### src/rtl/cashier_pkg.sv
// Shared definitions for the change dispenser: denomination codes, their
// face values, default widths and the dispenser state encoding.
package cashier_pkg;

    // Default width of a change amount; matches the cashier result bus.
    localparam int CHANGE_WIDTH = 16;

    // Default width of the per-transaction piece counter.
    // The worst case, 59999, breaks into 29 pieces, so 5 bits always suffice.
    localparam int COUNT_WIDTH = 5;

    // Number of physical denominations the hopper can dispense.
    localparam int NUM_DENOMS = 8;

    // Denomination codes, largest face value first.
    // A lower code always means a larger coin or note.
    typedef enum logic [2:0] {
        DEN_10000 = 3'd0,
        DEN_5000  = 3'd1,
        DEN_1000  = 3'd2,
        DEN_500   = 3'd3,
        DEN_100   = 3'd4,
        DEN_50    = 3'd5,
        DEN_10    = 3'd6,
        DEN_1     = 3'd7
    } denom_e;

    // Face value of each denomination, indexed by its code.
    localparam logic [CHANGE_WIDTH-1:0] DENOM_VALUE [0:NUM_DENOMS-1] = '{
        16'd10000,
        16'd5000,
        16'd1000,
        16'd500,
        16'd100,
        16'd50,
        16'd10,
        16'd1
    };

    // Dispenser control states.
    //   IDLE     : waiting for a cashier result
    //   DISPENSE : offering one piece per cycle to the hopper
    //   DONE     : single-cycle completion marker, then back to IDLE
    typedef enum logic [1:0] {
        IDLE     = 2'd0,
        DISPENSE = 2'd1,
        DONE     = 2'd2
    } state_e;

endpackage

### src/rtl/change_dispenser_if.sv
// Bundle of the cashier result inputs, the hopper handshake and the front
// panel status lines seen by the change dispenser.
// The dispenser sits on the slave side.
// The master side drives the cashier result and the hopper ready, and
// observes everything else.
interface change_dispenser_if
    import cashier_pkg::*;
#(
    parameter int CHANGE_W = CHANGE_WIDTH,
    parameter int CNT_W    = COUNT_WIDTH
);

    // Cashier result: a one-cycle valid pulse carrying paid and change.
    logic                valid;
    logic                paid;
    logic [CHANGE_W-1:0] change;

    // Hopper handshake: one denomination code per accepted transfer.
    logic                coin_ready;
    logic                coin_valid;
    logic [2:0]          coin_denom;

    // Front panel status.
    logic                busy;
    logic                done;
    logic [CNT_W-1:0]    coin_count;
    logic                drop;

    // Cashier and hopper side.
    modport master (
        output valid,
        output paid,
        output change,
        output coin_ready,
        input  coin_valid,
        input  coin_denom,
        input  busy,
        input  done,
        input  coin_count,
        input  drop
    );

    // Dispenser side.
    modport slave (
        input  valid,
        input  paid,
        input  change,
        input  coin_ready,
        output coin_valid,
        output coin_denom,
        output busy,
        output done,
        output coin_count,
        output drop
    );

endinterface

### src/rtl/denom_select.sv
// Greedy denomination picker.
// It returns the largest denomination whose face value does not exceed the
// remaining amount, along with that value.
// A zero amount yields code 0 with value 0.
// The dispenser never offers a piece in that case, and the decoded denom
// output then reads as zero.
module denom_select
    import cashier_pkg::*;
#(
    parameter int W = CHANGE_WIDTH
) (
    input  logic [W-1:0] remaining,
    output denom_e       code,
    output logic [W-1:0] value
);

    // Priority compare: scan from the smallest denomination up, so the last
    // match that sticks is the largest one that still fits.
    always_comb begin
        // NOTE: both outputs get a default before any conditional assignment,
        // so no path through this block leaves them unassigned and no latch
        // is inferred.
        code  = DEN_10000;
        value = '0;
        for (int i = NUM_DENOMS - 1; i >= 0; i--) begin
            if (remaining >= W'(DENOM_VALUE[i])) begin
                code  = denom_e'(3'(i));
                value = W'(DENOM_VALUE[i]);
            end
        end
    end

endmodule

### src/rtl/change_dispenser.sv
// Change dispenser.
// It captures a completed cashier transaction and hands the change to a
// coin/note hopper one piece per valid/ready handshake, largest denomination
// first.
// It reports busy, completion, the number of pieces dispensed, and any
// result that arrived while it was still busy.
module change_dispenser
    import cashier_pkg::*;
#(
    parameter int CHANGE_W = CHANGE_WIDTH,
    parameter int CNT_W    = COUNT_WIDTH
) (
    input  logic               i_clk,
    input  logic               i_rst_n,
    change_dispenser_if.slave  bus
);

    // Control state.
    state_e              state_q;
    state_e              state_d;

    // Amount still to be dispensed for the current transaction.
    logic [CHANGE_W-1:0] remaining_q;
    logic [CHANGE_W-1:0] remaining_d;

    // Pieces handed to the hopper so far; held after completion.
    logic [CNT_W-1:0]    count_q;
    logic [CNT_W-1:0]    count_d;

    // Registered status outputs.
    logic                coin_valid_q;
    logic                busy_q;
    logic                done_q;
    logic                drop_q;

    // Greedy pick for the current remaining amount.
    denom_e              sel_code;
    logic [CHANGE_W-1:0] sel_value;

    denom_select #(
        .W (CHANGE_W)
    ) u_denom_select (
        .remaining (remaining_q),
        .code      (sel_code),
        .value     (sel_value)
    );

    // Next-state logic: capture a result, step through pieces, then signal done.
    always_comb begin
        state_d     = state_q;
        remaining_d = remaining_q;
        count_d     = count_q;

        case (state_q)
            IDLE, DONE: begin
                // DONE lasts one cycle.
                // A result arriving in DONE is taken just as it would be in IDLE.
                state_d = IDLE;
                if (bus.valid) begin
                    count_d = '0;
                    if (bus.paid && (bus.change != '0)) begin
                        remaining_d = bus.change;
                        state_d     = DISPENSE;
                    end else begin
                        // Nothing to hand out: complete straight away.
                        state_d = DONE;
                    end
                end
            end

            DISPENSE: begin
                // Incoming results are ignored here.
                // The drop flag records them.
                if (bus.coin_ready) begin
                    // The greedy pick never exceeds the remaining amount,
                    // so this subtraction cannot wrap.
                    remaining_d = remaining_q - sel_value;
                    count_d     = count_q + CNT_W'(1);
                    if (remaining_d == '0) begin
                        state_d = DONE;
                    end
                end
            end

            default: begin
                state_d = IDLE;
            end
        endcase
    end

    // State, amount, counter and status registers.
    // A synchronous reset clears everything, even in mid-transaction.
    always_ff @(posedge i_clk) begin
        // NOTE: sequential state uses non-blocking assignments, so every
        // register here samples values from before this clock edge,
        // independent of statement order.
        if (!i_rst_n) begin
            state_q      <= IDLE;
            remaining_q  <= '0;
            count_q      <= '0;
            coin_valid_q <= 1'b0;
            busy_q       <= 1'b0;
            done_q       <= 1'b0;
            drop_q       <= 1'b0;
        end else begin
            state_q      <= state_d;
            remaining_q  <= remaining_d;
            count_q      <= count_d;
            // Status lines are registered from the next state, so they line
            // up exactly with the state they describe.
            coin_valid_q <= (state_d == DISPENSE);
            busy_q       <= (state_d == DISPENSE);
            done_q       <= (state_d == DONE);
            drop_q       <= bus.valid && (state_q == DISPENSE);
        end
    end

    // The denom output is a plain decode of the remaining register.
    // It therefore only moves after an accept, and reads zero when idle.
    assign bus.coin_denom = sel_code;
    assign bus.coin_valid = coin_valid_q;
    assign bus.busy       = busy_q;
    assign bus.done       = done_q;
    assign bus.coin_count = count_q;
    assign bus.drop       = drop_q;

endmodule

### src/flat_wrapper.sv
// flat-port wrapper written by rule: the top's interface ports become plain ports
module change_dispenser_flat import cashier_pkg::*;
#(
    parameter int CHANGE_W = CHANGE_WIDTH,
    parameter int CNT_W    = COUNT_WIDTH
)
  (i_clk, i_rst_n, bus_valid, bus_paid, bus_change, bus_coin_ready, bus_coin_valid, bus_coin_denom, bus_busy, bus_done, bus_coin_count, bus_drop);
  change_dispenser_if #(.CHANGE_W(CHANGE_W), .CNT_W(CNT_W)) bus_i ();
  input  logic i_clk;
  input  logic i_rst_n;
  input wire logic [$bits(bus_i.valid)-1:0] bus_valid;
  input wire logic [$bits(bus_i.paid)-1:0] bus_paid;
  input wire logic [$bits(bus_i.change)-1:0] bus_change;
  input wire logic [$bits(bus_i.coin_ready)-1:0] bus_coin_ready;
  output wire logic [$bits(bus_i.coin_valid)-1:0] bus_coin_valid;
  output wire logic [$bits(bus_i.coin_denom)-1:0] bus_coin_denom;
  output wire logic [$bits(bus_i.busy)-1:0] bus_busy;
  output wire logic [$bits(bus_i.done)-1:0] bus_done;
  output wire logic [$bits(bus_i.coin_count)-1:0] bus_coin_count;
  output wire logic [$bits(bus_i.drop)-1:0] bus_drop;
  assign bus_i.valid = bus_valid;
  assign bus_i.paid = bus_paid;
  assign bus_i.change = bus_change;
  assign bus_i.coin_ready = bus_coin_ready;
  assign bus_coin_valid = bus_i.coin_valid;
  assign bus_coin_denom = bus_i.coin_denom;
  assign bus_busy = bus_i.busy;
  assign bus_done = bus_i.done;
  assign bus_coin_count = bus_i.coin_count;
  assign bus_drop = bus_i.drop;
  change_dispenser #(.CHANGE_W(CHANGE_W), .CNT_W(CNT_W)) u_core (.i_clk(i_clk), .i_rst_n(i_rst_n), .bus(bus_i));
endmodule
### config.mk
export PLATFORM = sky130hd
export DESIGN_NAME = change_dispenser_flat
export DESIGN_NICKNAME = d
export VERILOG_FILES = /design/src/rtl/cashier_pkg.sv /design/src/rtl/change_dispenser_if.sv /design/src/rtl/denom_select.sv /design/src/rtl/change_dispenser.sv /design/src/flat_wrapper.sv
export SDC_FILE = /design/constraint.sdc
export NUM_CORES = 1
export LEC_CHECK = 0
export ABC_AREA = 1
export CORE_ASPECT_RATIO = 1.2
export CORE_UTILIZATION = 35
export CTS_CLUSTER_SIZE = 12
export DETAILED_ROUTE_END_ITERATION = 10
export DONT_BUFFER_PORTS = 1
export GPL_TIMING_DRIVEN = 1
export SLEW_MARGIN = 40
export SYNTH_ARGS = -nofsm -noshare
export SYNTH_HDL_FRONTEND = slang
export SYNTH_HIERARCHICAL = 1
export SYNTH_SLANG_ARGS = --single-unit
### constraint.sdc
create_clock -name i_clk -period 2.7 [get_ports i_clk]
set_input_delay 0.54 -clock i_clk [delete_from_list [all_inputs] [get_ports i_clk]]
set_output_delay 0.54 -clock i_clk [all_outputs]
set_load 0.03 [all_outputs]
==> results.yml, run 1 <==
route:
  vias_per_cell: 4.97
  wl_um: 8640
  drt_iter0_markers: 104
  firstDrtPassIters: 4
  wl_per_cell_um: 14.2
  vias: 3032
  drc_errors: 0
  ant_nets: 0
synthesis:
  synth-async-reset-ratio_pct: 0
  synthFlopType: "dfxtp_1"
  synth_cell_type_count: 43
  ys_seq_elements: 26
  ys_seq_area_share_pct: 18.8
  synth_warnings: 6
  syn_area_per_cell_um2: 6.00
  syn_inst: 462
  synth_edf_count: 0
  synth_area_um2: 2770
placement:
  place_congestion: 0.895
  dp_hpwl_um: 6760
  placed_cell_area_um2: 3200
  port_buffers: 0
  detailedPlace.worstSlack_ns: -0.169
setup_path:
  cp_max_fo: 6
  cp_slowest_cell: "dfxtp_2"
  r2r_slack_ns: 0.004
  crit_type: "flip-flop to flip-flop"
  cpPeakStageDelay_ns: 0.34
  cp.required_ns: 2.90
  r2r_cells: 17
  worst_setup_path_end_kind: "flip-flop"
  arrival_ns: 2.90
  worstPathCellList: "nor2_4 -> nand2_4 -> nor2_8 -> nand4_1 -> a21oi_2 -> inv_2 -> ha_4 -> buf_6 -> nand3_4 -> nand2_4 -> xnor2_2 -> nand2_1 -> nor2_1 -> nand3_1 -> nor2_2 -> nand4_1 -> a21oi_1"
  worstSetupStartpointType: "flip-flop"
sta:
  post-route-period-util_pct: 99.8
  fmax_mhz: 371
  drv_slew: 0
  setup_violations: 0
  finalCriticalPeriod_ns: 2.70
  layout_setup_ws_ns: 0.00422
  hold_viol_final: 0
  rsz0062_at_grt: "yes"
  max_slew.worst_pin.slew_ns: 0.571
  relSlewSlack_pct: 61.9
  whs_ns: 0.398
  finalClockSkew_ns: 0.00179
clock_tree:
  cts_inserted_buffers: 3
  clock_latency_ns: 0.27
  cts_tree: "built"
  cts-root-buf: "clkbuf_8"
  clock-sinks: 26
  clk_pin_slew_worst_paths_ns: 0.09
  h-tree-depth: 1
  cts.path.max_buffers: 2
global_routing:
  antenna_found_initial: 0
  grt-ovfl-total: 0
  grt_pass1_vias: 2892
  grt_pass1_wl_um: 13300
  grt_util_all_layers_pct: 19.8
  grt_max_degree: 23
min_path:
  worstHoldPathCells: 2
  hold_path.class: "input pin to flip-flop"
finish:
  nets: 557
  fin_area_um2: 3720
  antenna_cells: 0
  area_growth_pct: 34.2
  drive_gt1_share_pct: 35.9
  postLayoutCoreUtil_pct: 48.6
outcome:
  outcome: "completed"
power_and_ir_drop:
  vdd_ir_drop_max_uv: 501
  powerDensity_nw_per_um2: 609
  cellLeakagePower_nw: 1.84
flow_run:
  maxCapViolCount: 0
floorplan:
  fp.coreArea_um2: 7660
  die_area_um2: 8290
  num_rows: 35
  ios: 33
  start_util_pct: 36.2
  die_w_um: 83.3
  die-height_um: 99.5
-- routing by layer --
| layer | up-vias | part of all wire, % | wire length [µm] | track usage (%) |
|---|---|---|---|---|
| li1 | 1572 | - | - | - |
| met1 | 1379 | 42 | 3640 | 23.3 |
| met2 | 66 | 52 | 4530 | 39.2 |
| met3 | 15 | 3.3 | 284 | 1.08 |
| met4 | 0 | 2.1 | 181 | 4.24 |
| met5 | - | 0 | 0 | 0 |
-- sequential cells by signal, indices dropped and copies added (netlist names) --
register	count
u_core/bus.busy	1
u_core/bus.coin_count	5
u_core/bus.done	1
u_core/bus.drop	1
u_core/remaining_q	16
u_core/state_q	2
-- path summary, 6_finish.rpt --
kind | to | from
max | u_core/bus.done | u_core/remaining_q[14]
min | u_core/remaining_q[3] | i_rst_n
max reg2reg | u_core/bus.done | u_core/remaining_q[14]
min reg2reg | u_core/remaining_q[8] | u_core/remaining_q[8]
-- cell type report --
| class | count | area (µm²) |
|---|---|---|
| sequential | 26 | 542 |
| inverter | 79 | 297 |
| timing repair buffer | 64 | 488 |
| clock inverter | 1 | 30.0 |
| fill | 784 | 3940 |
| multi-input combinational | 345 | 2210 |
| clock buffer | 3 | 41.3 |
| tap | 92 | 115 |
-- synth_stat cells (6+ instances only) --
| cell | number | share of area [%] |
|---|---|---|
| o21ai_0 | 16 | 2.9 |
| buf_4 | 6 | 1.6 |
| nand3_1 | 28 | 5.1 |
| nand2_1 | 121 | 16 |
| nand2_2 | 6 | 1.4 |
| nand4_1 | 8 | 1.8 |
| nand3_2 | 9 | 3.2 |
| dfxtp_1 | 26 | 19 |
| nor2_1 | 53 | 7.2 |
| inv_1 | 73 | 9.9 |
| ha_1 | 16 | 7.2 |
| a21oi_1 | 37 | 6.7 |
-- cell usage in the layout, fill, tap and decap left out, types with 10 or more instances in the layout --
cell	count
dfxtp_1	15
nor2_1	39
nand3_1	23
nand2_1	102
inv_2	12
inv_1	66
ha_4	10
nand3_2	13
nand2_2	21
a21oi_2	10
buf_4	62
o21ai_0	16
a21oi_1	29
nor2_2	16
-- logic make-up (layout without fill, tap and decap cells) --
group,after synthesis,after routing,synth area share [%]
and+or+nand+nor,249,249,42.3
buffers and inverters,93,147,14.3
AOI/OAI and AO/OA,71,71,15.0
DFF,26,26,18.8
adders and majority gates,17,17,7.94
xor gates and xnor gates,5,5,1.58
other,1,3,0.135
-- worst max-delay path: cells and delay by family, from the launching register on --
family                   cells  cell delay [ns]
adder cells (fa/ha/maj)      1             0.26
AND/OR/NAND/NOR             11             1.32
flip-flops                   1             0.34
buffers and inverters        2             0.19
AO/OA/AOI/OAI                2             0.33
XOR/XNOR                     1             0.18
-- through the flow --
step / total power, mW / cells / TNS, ns
floorplan: 1.18 / 464 / 0
global placement: 1.63 / 596 / -0.889
detailed placement: 1.63 / 596 / -0.766
CTS: 2.06 / 603 / 0
global route: 2.42 / 610 / -0.810
finish: 2.27 / 610 / 0
-- power breakdown --
| part | switching, mW | internal, mW |
|---|---|---|
| Sequential | 0.0377 | 0.410 |
| Combinational | 0.818 | 0.679 |
| Clock | 0.124 | 0.198 |
| Total | 0.981 | 1.29 |
-- repair_timing --
item | in CTS | in global routing
hold buffers | 0 | 0
setup endpoints to repair | 5 | 9
endpoints found under the hold margin | 0 | 0
pin swaps | 6 | 29
buffers inserted | 3 | 7
gates resized for setup | 30 | 67
Power figures use the tool's default switching activity.
==> run 2: changes to the inputs <==
Settings changed: ABC_AREA 1 to 0.
==> run 2 against run 1 <==
Against the previous run: the flow now finishes with violations (setup timing); core utilization increased by 5.1 points; sequential share of layout area decreased by 0.31 points; clock power decreased by 34%; largest power group unchanged.
==> results.yml, run 2 <==
outcome:
  outcome: "complete, but fails checks"
  violations: "setup timing"
setup_path:
  worstPathCellList: "buf_4 -> nor3_1 -> nand2_1 -> a41o_1 -> buf_4 -> a32o_2 -> inv_2 -> ha_4 -> buf_4 -> buf_6 -> nor2_1 -> a21oi_1 -> xnor2_1 -> nand3_2 -> nor4b_2 -> nand4b_1 -> nor4b_4 -> nor2_2 -> o31ai_1"
  cp_max_fo: 4
  r2r_cells: 19
  worst_setup_path_end_kind: "flip-flop"
  r2r_slack_ns: -1.16
  r2r_start: "u_core/remaining_q[14]"
  cp_slowest_cell: "nor4b_4"
  endpoint: "u_core/state_q[1]"
  arrival_ns: 4.04
  cpPeakStageDelay_ns: 0.35
  worst-path-stages: 19
  critical_path.startpoint: "u_core/remaining_q[14]"
  path_delay_family: "simple AND/OR/NAND/NOR gates"
  path_buf_inv: 5
  cp.required_ns: 2.88
  critPathMostFrequentCell: "buf_4"
  crit_type: "flip-flop to flip-flop"
  reg2reg_to: "u_core/state_q[1]"
  worstSetupStartpointType: "flip-flop"
route:
  ant_nets: 0
  drc_errors: 0
  firstDrtPassIters: 4
  vias: 2737
  wl_um: 7670
  vias_per_cell: 5.40
  drt_iter0_markers: 77
  wl_per_cell_um: 15.1
clock_tree:
  clk_pin_slew_worst_paths_ns: 0.08
  cts.path.max_buffers: 2
  clock_latency_ns: 0.26
  holdBufCountCts: 0
  cts_inserted_buffers: 3
  cts-root-buf: "clkbuf_8"
  h-tree-depth: 1
  cts_tree: "built"
  clock-sinks: 26
sta:
  rsz0062_at_grt: "yes"
  finalCriticalPeriod_ns: 3.86
  post-route-period-util_pct: 143
  drv_slew: 0
  max_slew.worst_pin.slew_ns: 0.570
  fmax_mhz: 259
  setup_violations: 20
  layout_setup_ws_ns: -1.16
  whs_ns: 0.402
  finalClockSkew_ns: 0.00187
  relSlewSlack_pct: 62.0
  final.setup.tns_ns: -12.96
  hold_viol_final: 0
synthesis:
  synth.top_cell.area_share_pct: 20.8
  synth-async-reset-ratio_pct: 0
  syn_area_per_cell_um2: 7.52
  ys_seq_area_share_pct: 20.8
  synthFlopType: "dfxtp_1"
  synth_area_um2: 2500
  ys_top_cells_by_area: "dfxtp_1 21%, ha_1 8.0%, nor2_1 5.7%"
  syn_inst: 332
  synth_edf_count: 0
  synth_warnings: 6
  synth_cell_type_count: 74
  yosysMostFrequentCell: "nor2_1"
  ys_seq_elements: 26
  synth_top_area_cell: "dfxtp_1"
  ys_top_cells_by_count: "38 x nor2_1, 32 x nand2_1, 26 x dfxtp_1, 24 x inv_1, 21 x o21ai_0"
finish:
  fin_area_um2: 3680
  nets: 460
  final_common_cell: "buf_4"
  antenna_cells: 0
  nFillCells: 635
  area_growth_pct: 47.4
  stdcell_count: 507
  largest_reg_flops: 16
  drive_gt1_share_pct: 40.7
  final_cell_mix: "85 x buf_4, 34 x nor2_1, 31 x nand2_1"
  regMostFlops: "u_core/remaining_q"
  postLayoutCoreUtil_pct: 53.7
global_routing:
  grtUsageMet2_pct: 40.1
  grt-ovfl-total: 0
  grt_max_degree: 33
  grt.met3_usage_pct: 1.26
  grt_busiest_layer: "met2"
  grt_pass1_vias: 2733
  grt_util_met1_pct: 24.2
  grt_util_all_layers_pct: 21.0
  grt_pass1_wl_um: 12600
  antenna_found_initial: 0
power_and_ir_drop:
  powerDensity_nw_per_um2: 693
  p_total_mw: 2.55
  p_clk_share_pct: 8.4
  vdd_ir_drop_max_uv: 355
  swShare_pct: 40.2
  pwr-share-comb_pct: 74.2
  cellLeakagePower_nw: 1.63
  power.switching_mw: 1.03
  seq_power_share_pct: 17.4
  cellInternalPower_mw: 1.53
floorplan:
  fp.coreArea_um2: 6850
  start_util_pct: 36.4
  die_w_um: 79.1
  ios: 33
  die_area_um2: 7480
  die-height_um: 94.5
  num_rows: 33
placement:
  dp_hpwl_um: 5910
  placed_cell_area_um2: 3260
  dp_cells: 492
  port_buffers: 0
  place_congestion: 0.949
  detailedPlace.worstSlack_ns: -1.22
min_path:
  hold_path.class: "input pin to flip-flop"
  min_from: "i_rst_n"
flow_run:
  maxCapViolCount: 0
-- run 2: cell count changes in the layout (fill, tap and decap cells not counted), sizes merged, moves of 21 or more --
cell,change
a21oi,-21
nand3,-33
inv,-54
buf,+35
nand2,-96
nor2,-22
-- run 2: layout make-up --
class                   instances  area [µm²]  share of cell area (%)
repair buffers                 99         796                    21.6
inverters                      25        93.8                    2.55
well taps                      87         109                    2.96
flip-flops and latches         26         524                    14.2
multi-input cells             267        2120                    57.5
clock buffers                   3        41.3                    1.12
-- run 2: worst min-delay path by stage --
| stage | end | slack [ns] | cells after the start |
|---|---|---|---|
| 4_1_cts | u_core/remaining_q[7] | 0.40 | 2 |
| 5_1_grt | u_core/remaining_q[7] | 0.40 | 2 |
| 6_report | u_core/remaining_q[8] | 0.40 | 2 |
| 3_5_place_dp | u_core/remaining_q[4] | 0.58 | 2 |
| 2_1_floorplan | u_core/remaining_q[0] | 0.49 | 2 |
| 3_3_place_gp | u_core/remaining_q[4] | 0.56 | 2 |
-- run 2: power by group through the flow --
stage | Clock, mW | Sequential [mW] | Combinational [mW]
global placement | 0 | 0.452 | 1.46
detailed placement | 0 | 0.451 | 1.48
floorplan | 0 | 0.462 | 0.856
CTS | 0.219 | 0.444 | 1.82
finish | 0.214 | 0.444 | 1.89
global route | 0.233 | 0.448 | 2.04
-- run 2: cell families after synthesis --
family,count (synthesis),synth area share (%)
adder cells (fa/ha/maj),17,8.82
AO/OA/AOI/OAI,97,28.5
other,1,0.150
AND/OR/NAND/NOR,138,29.9
buffers and inverters,41,7.52
flip-flops,26,20.8
multiplexers,2,0.802
XOR/XNOR,10,3.51
-- run 2: repair_timing --
| item | 4_1_cts | 5_1_grt |
|---|---|---|
| resized for setup | 56 | 10 |
| pin swaps | 34 | 10 |
| setup endpoints to repair | 21 | 21 |
| setup buffers | 17 | 3 |
| cloned | 0 | 0 |
-- run 2: layer usage --
| metal | vias to the layer above | part of all wire [%] |
|---|---|---|
| met5 | - | 0 |
| met4 | 0 | 3.1 |
| met3 | 17 | 2.9 |
| met2 | 48 | 51 |
| met1 | 1278 | 43 |
| li1 | 1394 | - |
==> run 3: changes to the inputs <==
Settings changed: CELL_PAD_IN_SITES_DETAIL_PLACEMENT set to 0, CELL_PAD_IN_SITES_GLOBAL_PLACEMENT set to 2, PLACE_DENSITY_LB_ADDON set to 0.1.
==> run 3 against run 2 <==
Against the previous run: critical endpoint unchanged; maximum frequency decreased by 2.3%; largest cell class unchanged; die area unchanged; setup slack got worse by 0.093 ns; clock skew about the same; via count increased by 3.7%; the flow still finishes with violations (setup timing); clock power increased by 54%; global-route usage increased by 1.9 points; sequential power about the same; combinational power increased by 5%; power increased by 8.6%.
==> results.yml, run 3 (synthesis gave the netlist of run 2 again) <==
sta:
  final.setup.tns_ns: -14.48
  post-route-period-util_pct: 146
  relSlewSlack_pct: 62.1
  drv_slew: 0
  hold_viol_final: 0
  finalClockSkew_ns: 0.00174
  finalCriticalPeriod_ns: 3.96
  setup_violations: 21
  fmax_mhz: 253
  rsz0062_at_grt: "yes"
  max_slew.worst_pin.slew_ns: 0.568
  layout_setup_ws_ns: -1.26
clock_tree:
  cts_tree: "built"
  cts.path.max_buffers: 2
  clock_latency_ns: 0.27
  h-tree-depth: 1
  cts_inserted_buffers: 3
  cts-root-buf: "clkbuf_8"
  clock-sinks: 26
  clk_pin_slew_worst_paths_ns: 0.10
min_path:
  min_from: "i_rst_n"
  worstHoldPathCells: 2
  min_to: "u_core/remaining_q[8]"
  hold_path.class: "input pin to flip-flop"
finish:
  regMostFlops: "u_core/remaining_q"
  nets: 473
  postLayoutCoreUtil_pct: 56.0
  antenna_cells: 0
  final_common_cell: "buf_4"
  stdcell_count: 521
  area_growth_pct: 53.6
  drive_gt1_share_pct: 42.2
  largest_reg_flops: 16
  final_cell_mix: "101 x buf_4, 35 x nor2_1, 29 x nand2_1"
power_and_ir_drop:
  cellInternalPower_mw: 1.67
  p_clk_share_pct: 11.9
  pwr-share-comb_pct: 72.0
  swShare_pct: 39.8
  seq_power_share_pct: 16.1
  powerDensity_nw_per_um2: 723
  vdd_ir_drop_max_uv: 437
  power.switching_mw: 1.10
  p_total_mw: 2.77
  cellLeakagePower_nw: 1.71
floorplan:
  fp.coreArea_um2: 6850
  ios: 33
  die_w_um: 79.1
  die_area_um2: 7480
  num_rows: 33
  start_util_pct: 36.4
  die-height_um: 94.5
placement:
  dp_hpwl_um: 6610
  place_congestion: 0.873
  detailedPlace.worstSlack_ns: -1.38
  port_buffers: 0
  dp_cells: 501
setup_path:
  reg2reg_to: "u_core/state_q[1]"
  arrival_ns: 4.14
  crit_type: "flip-flop to flip-flop"
  r2r_cells: 16
  worstSetupStartpointType: "flip-flop"
  cpPeakStageDelay_ns: 0.55
  cp_slowest_cell: "or4_4"
  cp_max_fo: 7
  cp.required_ns: 2.89
  worstPathCellList: "or4_4 -> nor4_4 -> buf_4 -> and2_4 -> a32o_2 -> inv_2 -> ha_4 -> nand2_4 -> a211oi_4 -> o211a_1 -> nor3_4 -> nor4b_2 -> nand4b_1 -> nor4b_4 -> nor2_2 -> o31ai_1"
  r2r_start: "u_core/remaining_q[13]"
  r2r_slack_ns: -1.26
  worst_setup_path_end_kind: "flip-flop"
route:
  ant_nets: 0
  vias: 2837
  firstDrtPassIters: 4
  vias_per_cell: 5.45
  drc_errors: 0
  wl_um: 8500
  wl_per_cell_um: 16.3
  drt_iter0_markers: 87
global_routing:
  grt_pass1_wl_um: 13500
  grtUsageMet2_pct: 42.1
  grt.met3_usage_pct: 2.71
  grt_util_all_layers_pct: 22.8
  antenna_found_initial: 0
  grt_busiest_layer: "met2"
  grt_max_degree: 33
  grt_pass1_vias: 2793
  grt_util_met1_pct: 28.2
  grt-ovfl-total: 0
outcome:
  violations: "setup timing"
  outcome: "complete, but fails checks"
flow_run:
  maxCapViolCount: 0
run 3: cell types whose count changed in the layout (fill, tap and decap cells not counted), sizes merged:
cell | previous run | this run
buf | 99 | 112
bufinv | 0 | 1
run 3: worst max-delay path by stage:
stage,endpoint,start
after floorplan,u_core/bus.done,u_core/remaining_q[13]
after global placement,u_core/bus.done,u_core/remaining_q[13]
after detailed placement,u_core/bus.done,u_core/remaining_q[13]
after CTS,u_core/bus.done,u_core/remaining_q[14]
after global routing,u_core/state_q[1],u_core/remaining_q[13]
final,u_core/state_q[1],u_core/remaining_q[13]
run 3: metal layers:
metal,wire length (µm),share of wire (%),up-vias
li1,-,-,1416
met1,3680,43,1359
met2,4360,51,48
met3,245,2.9,14
met4,213,2.5,0
met5,0,0,-
run 3: cell type report:
type | count | area, µm²
fill | 668 | 3020
clock buffer | 3 | 41.3
tap | 87 | 109
timing repair buffer | 112 | 891
clock inverter | 1 | 30.0
sequential | 26 | 523
inverter | 25 | 93.8
multi-input combinational | 267 | 2150
run 3: power by group through the flow:
stage	clock network (mW)	logic (mW)	registers, mW
final	0.330	1.99	0.447
after global routing	0.353	2.14	0.452
after CTS	0.335	1.74	0.445
after detailed placement	0	1.58	0.453
after global placement	0	1.58	0.454
after floorplan	0	0.856	0.462
run 3: metrics by stage:
stage | area, µm² | hold slack [ns]
2_1_floorplan | 2590 | 0.491
3_3_place_gp | 3330 | 0.534
3_5_place_dp | 3330 | 0.538
4_1_cts | 3540 | 0.385
5_1_grt | 3840 | 0.397
6_report | 3840 | 0.386
run 3: repair_timing:
action | CTS | global route
gates resized for setup | 20 | 42
pin swaps | 6 | 26
buffers inserted | 4 | 12
hold buffers | 0 | 0
setup endpoints to repair | 21 | 22
run 3: critical path, delay by kind of cell (launching register included):
family,cells,cell delay (ns)
AND/OR/NAND/NOR,9,1.98
adder cells (fa/ha/maj),1,0.28
AO/OA/AOI/OAI,4,1.05
buffers and inverters,2,0.22
flip-flops,1,0.33
